### src/rtl/fir_alu_pkg.sv
// Shared encodings for the FIR MAC datapath.
// Holds operation modes and controller FSM states.
package fir_alu_pkg;

  typedef enum logic [1:0] {
    MODE_RSV = 2'b00,
    MODE_ADD = 2'b01,
    MODE_MUL = 2'b10,
    MODE_MAC = 2'b11
  } mode_e;

  typedef enum logic [1:0] {
    ST_IDLE  = 2'b00,
    ST_LOAD  = 2'b01,
    ST_DRAIN = 2'b10,
    ST_DONE  = 2'b11
  } state_e;

endpackage

### src/rtl/fir_mul_stage.sv
// Stage-1 operator: registers a+b (ADD) or a*b (MUL/MAC).
// Ports: clk, reset, en, mode, a, b -> p (2*DW), vld.
module fir_mul_stage
  import fir_alu_pkg::*;
#(
  parameter int DW = 8
) (
  input  logic          clk,
  input  logic          reset,
  input  logic          en,
  input  mode_e         mode,
  input  logic [DW-1:0] a,
  input  logic [DW-1:0] b,
  output logic [2*DW-1:0] p,
  output logic          vld
);

  logic [2*DW-1:0] p_d, p_q;
  logic            vld_d, vld_q;
  logic [2*DW-1:0] a_x, b_x;

  assign a_x = {{DW{1'b0}}, a};
  assign b_x = {{DW{1'b0}}, b};

  always_comb begin
    p_d   = p_q;
    vld_d = en;
    if (en) begin
      if (mode == MODE_ADD) p_d = a_x + b_x;
      else                  p_d = a_x * b_x;
    end
  end

  always_ff @(posedge clk or posedge reset) begin
    if (reset) begin
      p_q   <= '0;
      vld_q <= 1'b0;
    end else begin
      p_q   <= p_d;
      vld_q <= vld_d;
    end
  end

  assign p   = p_q;
  assign vld = vld_q;

endmodule

### src/rtl/fir_mac_unit.sv
// FIR MAC unit: ADD/MUL single op or TAPS-long MAC with handshakes.
// Ports: start/mode, a/b/in_valid/in_ready, result/zout/cout/out_valid/out_ready, busy.
module fir_mac_unit
  import fir_alu_pkg::*;
#(
  parameter int DW    = 8,
  parameter int ACC_W = 20,
  parameter int TAPS  = 4
) (
  input  logic             clk,
  input  logic             reset,
  input  logic             start,
  input  logic [1:0]       mode,
  input  logic [DW-1:0]    a,
  input  logic [DW-1:0]    b,
  input  logic             in_valid,
  output logic             in_ready,
  output logic [ACC_W-1:0] result,
  output logic             zout,
  output logic             cout,
  output logic             out_valid,
  input  logic             out_ready,
  output logic             busy
);

  localparam int CW = (TAPS < 2) ? 1 : $clog2(TAPS + 1);
  localparam logic [CW-1:0] LAST = CW'(TAPS - 1);

  state_e           state_d, state_q;
  mode_e            mode_d, mode_q;
  logic [CW-1:0]    cnt_d, cnt_q;
  logic [ACC_W-1:0] acc_d, acc_q;
  logic [ACC_W-1:0] res_d, res_q;
  logic             cout_d, cout_q;

  logic            accept;
  logic [2*DW-1:0] s1_p;
  logic            s1_vld;
  logic [ACC_W:0]  sum;

  assign in_ready  = (state_q == ST_LOAD);
  assign out_valid = (state_q == ST_DONE);
  assign busy      = (state_q != ST_IDLE);
  assign accept    = in_valid & in_ready;

  fir_mul_stage #(.DW(DW)) u_s1 (
    .clk   (clk),
    .reset (reset),
    .en    (accept),
    .mode  (mode_q),
    .a     (a),
    .b     (b),
    .p     (s1_p),
    .vld   (s1_vld)
  );

  // Extra top bit captures the carry out of the accumulator.
  assign sum = {1'b0, acc_q}
             + {{(ACC_W + 1 - 2*DW){1'b0}}, s1_p};

  always_comb begin
    state_d = state_q;
    mode_d  = mode_q;
    cnt_d   = cnt_q;
    acc_d   = acc_q;
    res_d   = res_q;
    cout_d  = cout_q;

    if (s1_vld) begin
      acc_d = sum[ACC_W-1:0];
      if (sum[ACC_W]) cout_d = 1'b1;
    end

    unique case (state_q)
      ST_IDLE: begin
        if (start && (mode != 2'b00)) begin
          mode_d  = mode_e'(mode);
          acc_d   = '0;
          cnt_d   = '0;
          cout_d  = 1'b0;
          state_d = ST_LOAD;
        end
      end
      ST_LOAD: begin
        if (accept) begin
          cnt_d = cnt_q + CW'(1);
          if (mode_q != MODE_MAC || cnt_q == LAST)
            state_d = ST_DRAIN;
        end
      end
      // Wait for the last product to land in the accumulator.
      ST_DRAIN: begin
        if (!s1_vld) begin
          res_d   = acc_q;
          state_d = ST_DONE;
        end
      end
      ST_DONE: begin
        if (out_ready) state_d = ST_IDLE;
      end
      default: state_d = ST_IDLE;
    endcase
  end

  always_ff @(posedge clk or posedge reset) begin
    if (reset) begin
      state_q <= ST_IDLE;
      mode_q  <= MODE_RSV;
      cnt_q   <= '0;
      acc_q   <= '0;
      res_q   <= '0;
      cout_q  <= 1'b0;
    end else begin
      state_q <= state_d;
      mode_q  <= mode_d;
      cnt_q   <= cnt_d;
      acc_q   <= acc_d;
      res_q   <= res_d;
      cout_q  <= cout_d;
    end
  end

  assign result = res_q;
  assign cout   = cout_q;
  assign zout   = out_valid & (res_q == '0);

endmodule
### config.mk
export PLATFORM = sky130hd
export DESIGN_NAME = fir_mac_unit
export DESIGN_NICKNAME = d
export VERILOG_FILES = /design/src/rtl/fir_alu_pkg.sv /design/src/rtl/fir_mul_stage.sv /design/src/rtl/fir_mac_unit.sv
export SDC_FILE = /design/constraint.sdc
export NUM_CORES = 1
export LEC_CHECK = 0
export ABC_CLOCK_PERIOD_IN_PS = 2200
export CAP_MARGIN = 20
export CORE_MARGIN = 8
export CORE_UTILIZATION = 51
export CTS_BUF_LIST = sky130_fd_sc_hd__clkbuf_4
export DETAILED_ROUTE_END_ITERATION = 12
export GPL_TIMING_DRIVEN = 0
export PLACE_DENSITY = 0.74
export SLEW_MARGIN = 5
export SYNTH_ARGS = -nofsm -noshare
export SYNTH_HDL_FRONTEND = slang
export SYNTH_SLANG_ARGS = --single-unit
### constraint.sdc
create_clock -name clk -period 2.2 [get_ports clk]
set_clock_uncertainty 0.1 [all_clocks]
set_input_delay 0.55 -clock clk [delete_from_list [all_inputs] [get_ports clk]]
set_output_delay 0.55 -clock clk [all_outputs]
set_load 0.01 [all_outputs]
==> flow_metrics.tcl <==
set metrics [dict create \
    post-route-min-period_ns 3.86 \
    r2r_end "acc_q[17]" \
    setup_viol 19 \
    final_antenna_violating_net_count 0 \
    cts_made_buffers 9 \
    syn_area_um2 5980 \
    post-route-drc-count 0 \
    run_status "finished with violations" \
    dp_hpwl_um 11100 \
    placedCellCount 828 \
    numClockSinks 65 \
    p_sw_mw 4.21 \
    average_wire_per_cell_in_the_routed_design_um 17.1 \
    yosysWarningCount 0 \
    synth_async_reset_ratio 1.00 \
    worst-endpoint-required_ns 2.41 \
    cap_violations 0 \
    grt_util_all_layers 0.187 \
    final_core_util 0.684 \
    worst_hold_path_type "register to register" \
    met1_length_um 6520 \
    max_freq_mhz 259 \
    min_to "u_s1.p[6]" \
    worst_setup_path_start_kind "input pin" \
    crit_type "input pin to register" \
    post_route_cells_drive_above_1_share 0.289 \
    mostFrequentLayoutCell "sky130_fd_sc_hd__dfrtp_1" \
    die_h_um 124 \
    drv_slew 0 \
    dr.first_iter.drc_count 247 \
    postCtsHoldBufs 0 \
    vias_per_cell 5.56 \
    final_cell_count_no_fill 881 \
    worst_hold_startpoint "u_s1.p[6]" \
    clock-root-buffer "sky130_fd_sc_hd__clkbuf_4" \
    wire_length_of_the_first_global_routing_pass_um 24600 \
    grt_max_degree 40 \
    synthDistinctLibCells 49 \
    worst_slack_ns -1.66 \
    postSynthRegisterBits 65 \
    critPathArrivalTime_ns 4.07 \
    synth_simple_gate_area_frac 0.170 \
    io_buffer_count 47 \
    slew_headroom 0.557 \
    core_area_um2 11400 \
    dieWidth_um 124 \
    globalRoute.totalOverflow 0 \
    power_density_nw_per_um2 1240 \
    n_antenna_cell 0 \
    clock_pin_slew_on_the_worst_setup_and_hold_paths_ns 0.11 \
    timing.hold.worst_path_depth 2 \
    violated_checks "negative setup slack" \
    grt_setup_unrepaired "yes" \
    synth_mux_area_frac 0.0598 \
    detailroute.wirelength.met2_um 7990 \
    yosysSeqAreaShare 0.272 \
    met3RoutedLength_um 374 \
    final_hold_viol_count 0 \
    dr_total_vias 4901 \
    vias_in_the_first_global_route 5080 \
    layout-area-overhead-vs-synth_pct 30.5 \
    cts_h_tree_depth 3 \
    synth_enable_flop_cells 0 \
    r2r.worst_path.cells 7 \
    leakage_nw 3.50 \
    finalWeightedCongestion 0.869 \
    synth_compound_gate_area_share 0.149 \
    top_layer_used "met4" \
    comb_power_share 0.689 \
    critical_path.max_fanout 7 \
    worst-slew-pin-transition_ns 0.664 \
    cellInternalPower_mw 5.43 \
    share_of_the_cycle_needed_by_the_critical_path_after_routing 1.75 \
    worst_r2r_startpoint "acc_q[4]" \
    yosys.area_share.xor_xnor 0.0293 \
    drt_first_pass_iters 4 \
    fp.dieArea_um2 15500 \
    setup_total_negative_slack_ns -16.85 \
    adder_cell_area_share_of_the_yosys_netlist 0.267 \
    design_power_total_mw 9.65 \
    clockBufferDepth 2 \
    worst_ir_drop_vdd_v 0.000656 \
    worst_skew_pair.late_latency_ns 0.42 \
    synth.net_count 765 \
    synth_top_family_by_area "adder cells" \
    io-pin-count 48 \
    power.clock.fraction 0.082 \
    netlist_instances 637 \
    final_cell_mix "sky130_fd_sc_hd__dfrtp_1, sky130_fd_sc_hd__inv_1, sky130_fd_sc_hd__nand2_1" \
    cts_tree "done" \
    initial_antenna_violation_count 0 \
    switching_share 0.437 \
    syn_area_per_cell_um2 9.39 \
    postRouteWirelength_um 15100 \
    setup.worst_path.end_class "register" \
    placementRows 39 \
    effective_utilization_at_floorplan 0.524 \
    power.share.sequential 0.229 \
    number_of_nets_in_the_layout 861 \
    setup.reg_to_reg.worst_slack_ns -0.12 \
    postSynth.topFlopCell "sky130_fd_sc_hd__dfrtp_1" \
]
## area by class of cell
class                      count  area, um^2
multi-input combinational    488        4690
fill                         876        3610
sequential                    65        1630
timing repair buffer          86         827
inverter                      69         273
tap                          143         179
clock buffer                  10        75.1
buffer                        14        72.6
clock inverter                 6        58.8
## per-layer routing
layer | vias up | global-route usage
li1 | 2402 | -
met1 | 2412 | 0.221
met2 | 71 | 0.341
met3 | 16 | 0.0230
met4 | 0 | 0.0638
met5 | - | 0
## worst max-delay path: stages
cell                       delay [ns]
sky130_fd_sc_hd__buf_12          0.12
sky130_fd_sc_hd__ha_4            0.16
sky130_fd_sc_hd__fa_1            0.56
sky130_fd_sc_hd__fa_1            0.43
sky130_fd_sc_hd__fa_1            0.50
sky130_fd_sc_hd__inv_2           0.04
sky130_fd_sc_hd__fa_1            0.49
sky130_fd_sc_hd__inv_2           0.05
sky130_fd_sc_hd__ha_4            0.22
sky130_fd_sc_hd__o21a_1          0.10
sky130_fd_sc_hd__o21a_1          0.18
sky130_fd_sc_hd__buf_4           0.14
sky130_fd_sc_hd__nand4_1         0.08
sky130_fd_sc_hd__nand4b_1        0.10
sky130_fd_sc_hd__xor2_1          0.15
sky130_fd_sc_hd__a22o_1          0.20
## power by group through the flow
stage / clock network (mW) / registers [mW] / logic (mW)
5_1_grt: 0.876 / 2.27 / 7.26
2_1_floorplan: 0 / 2.08 / 3.84
3_5_place_dp: 0 / 2.17 / 5.15
4_1_cts: 0.811 / 2.17 / 5.88
3_3_place_gp: 0 / 2.13 / 5.01
6_report: 0.794 / 2.21 / 6.65
## sequential cells by signal (all words and copies together), names as in the netlist
name / count
result: 20
u_s1.p: 16
acc_q: 20
u_s1.vld: 1
mode_q: 2
cnt_q: 3
state_q: 2
cout: 1
## synth_stat cells, types with 8 or more instances
cell type | n | area [um^2]
sky130_fd_sc_hd__mux2_2 | 22 | 248
sky130_fd_sc_hd__fa_1 | 38 | 761
sky130_fd_sc_hd__nor2_1 | 31 | 116
sky130_fd_sc_hd__mux2i_1 | 11 | 110
sky130_fd_sc_hd__nand3_1 | 11 | 55.1
sky130_fd_sc_hd__a211oi_1 | 9 | 67.6
sky130_fd_sc_hd__ha_1 | 67 | 838
sky130_fd_sc_hd__inv_1 | 69 | 259
sky130_fd_sc_hd__nand3b_1 | 8 | 60.1
sky130_fd_sc_hd__o21a_1 | 10 | 75.1
sky130_fd_sc_hd__xnor2_1 | 14 | 123
sky130_fd_sc_hd__and2_1 | 46 | 288
sky130_fd_sc_hd__nand2_1 | 55 | 206
sky130_fd_sc_hd__o21ai_0 | 39 | 195
sky130_fd_sc_hd__dfrtp_1 | 65 | 1630
sky130_fd_sc_hd__clkbuf_1 | 10 | 37.5
sky130_fd_sc_hd__a21oi_1 | 31 | 155
sky130_fd_sc_hd__a22o_1 | 8 | 70.1
## worst max-delay path by stage
stage / endpoint / from / slack [ns] / depth (start not counted)
after floorplan: u_s1.p[14] / a[3] / -1.88 / 14
after global placement: u_s1.p[14] / a[2] / -2.83 / 16
after detailed placement: u_s1.p[14] / a[2] / -2.91 / 15
after CTS: u_s1.p[14] / b[4] / -1.63 / 15
after global routing: u_s1.p[14] / b[4] / -1.72 / 15
final: u_s1.p[12] / b[4] / -1.66 / 16
## logic make-up (layout without fill, tap and decap cells)
group                    after synthesis  after routing
AND/OR/NAND/NOR                      194            194
AO/OA/AOI/OAI                        136            136
adder cells (fa/ha/maj)              105            105
buffers and inverters                 84            185
flip-flops                            65             65
multiplexers                          33             33
XOR/XNOR                              20             20
## metrics by stage
step	hold slack [ns]	cell area (um^2)	setup slack, ns
after detailed placement	0.374	6900	-2.91
after CTS	0.399	7470	-1.63
after floorplan	0.353	6230	-1.88
after global placement	0.365	6880	-2.83
final	0.406	7810	-1.66
after global routing	0.456	7810	-1.72
## what timing repair did
item                                    in CTS  in global routing
pin swaps                                   53                 32
setup buffers                               21                 17
endpoints found under the setup margin      36                 52
resized for setup                          174                 58
endpoints found under the hold margin        0                  0
No activity file was read; power rests on OpenSTA's default activity.
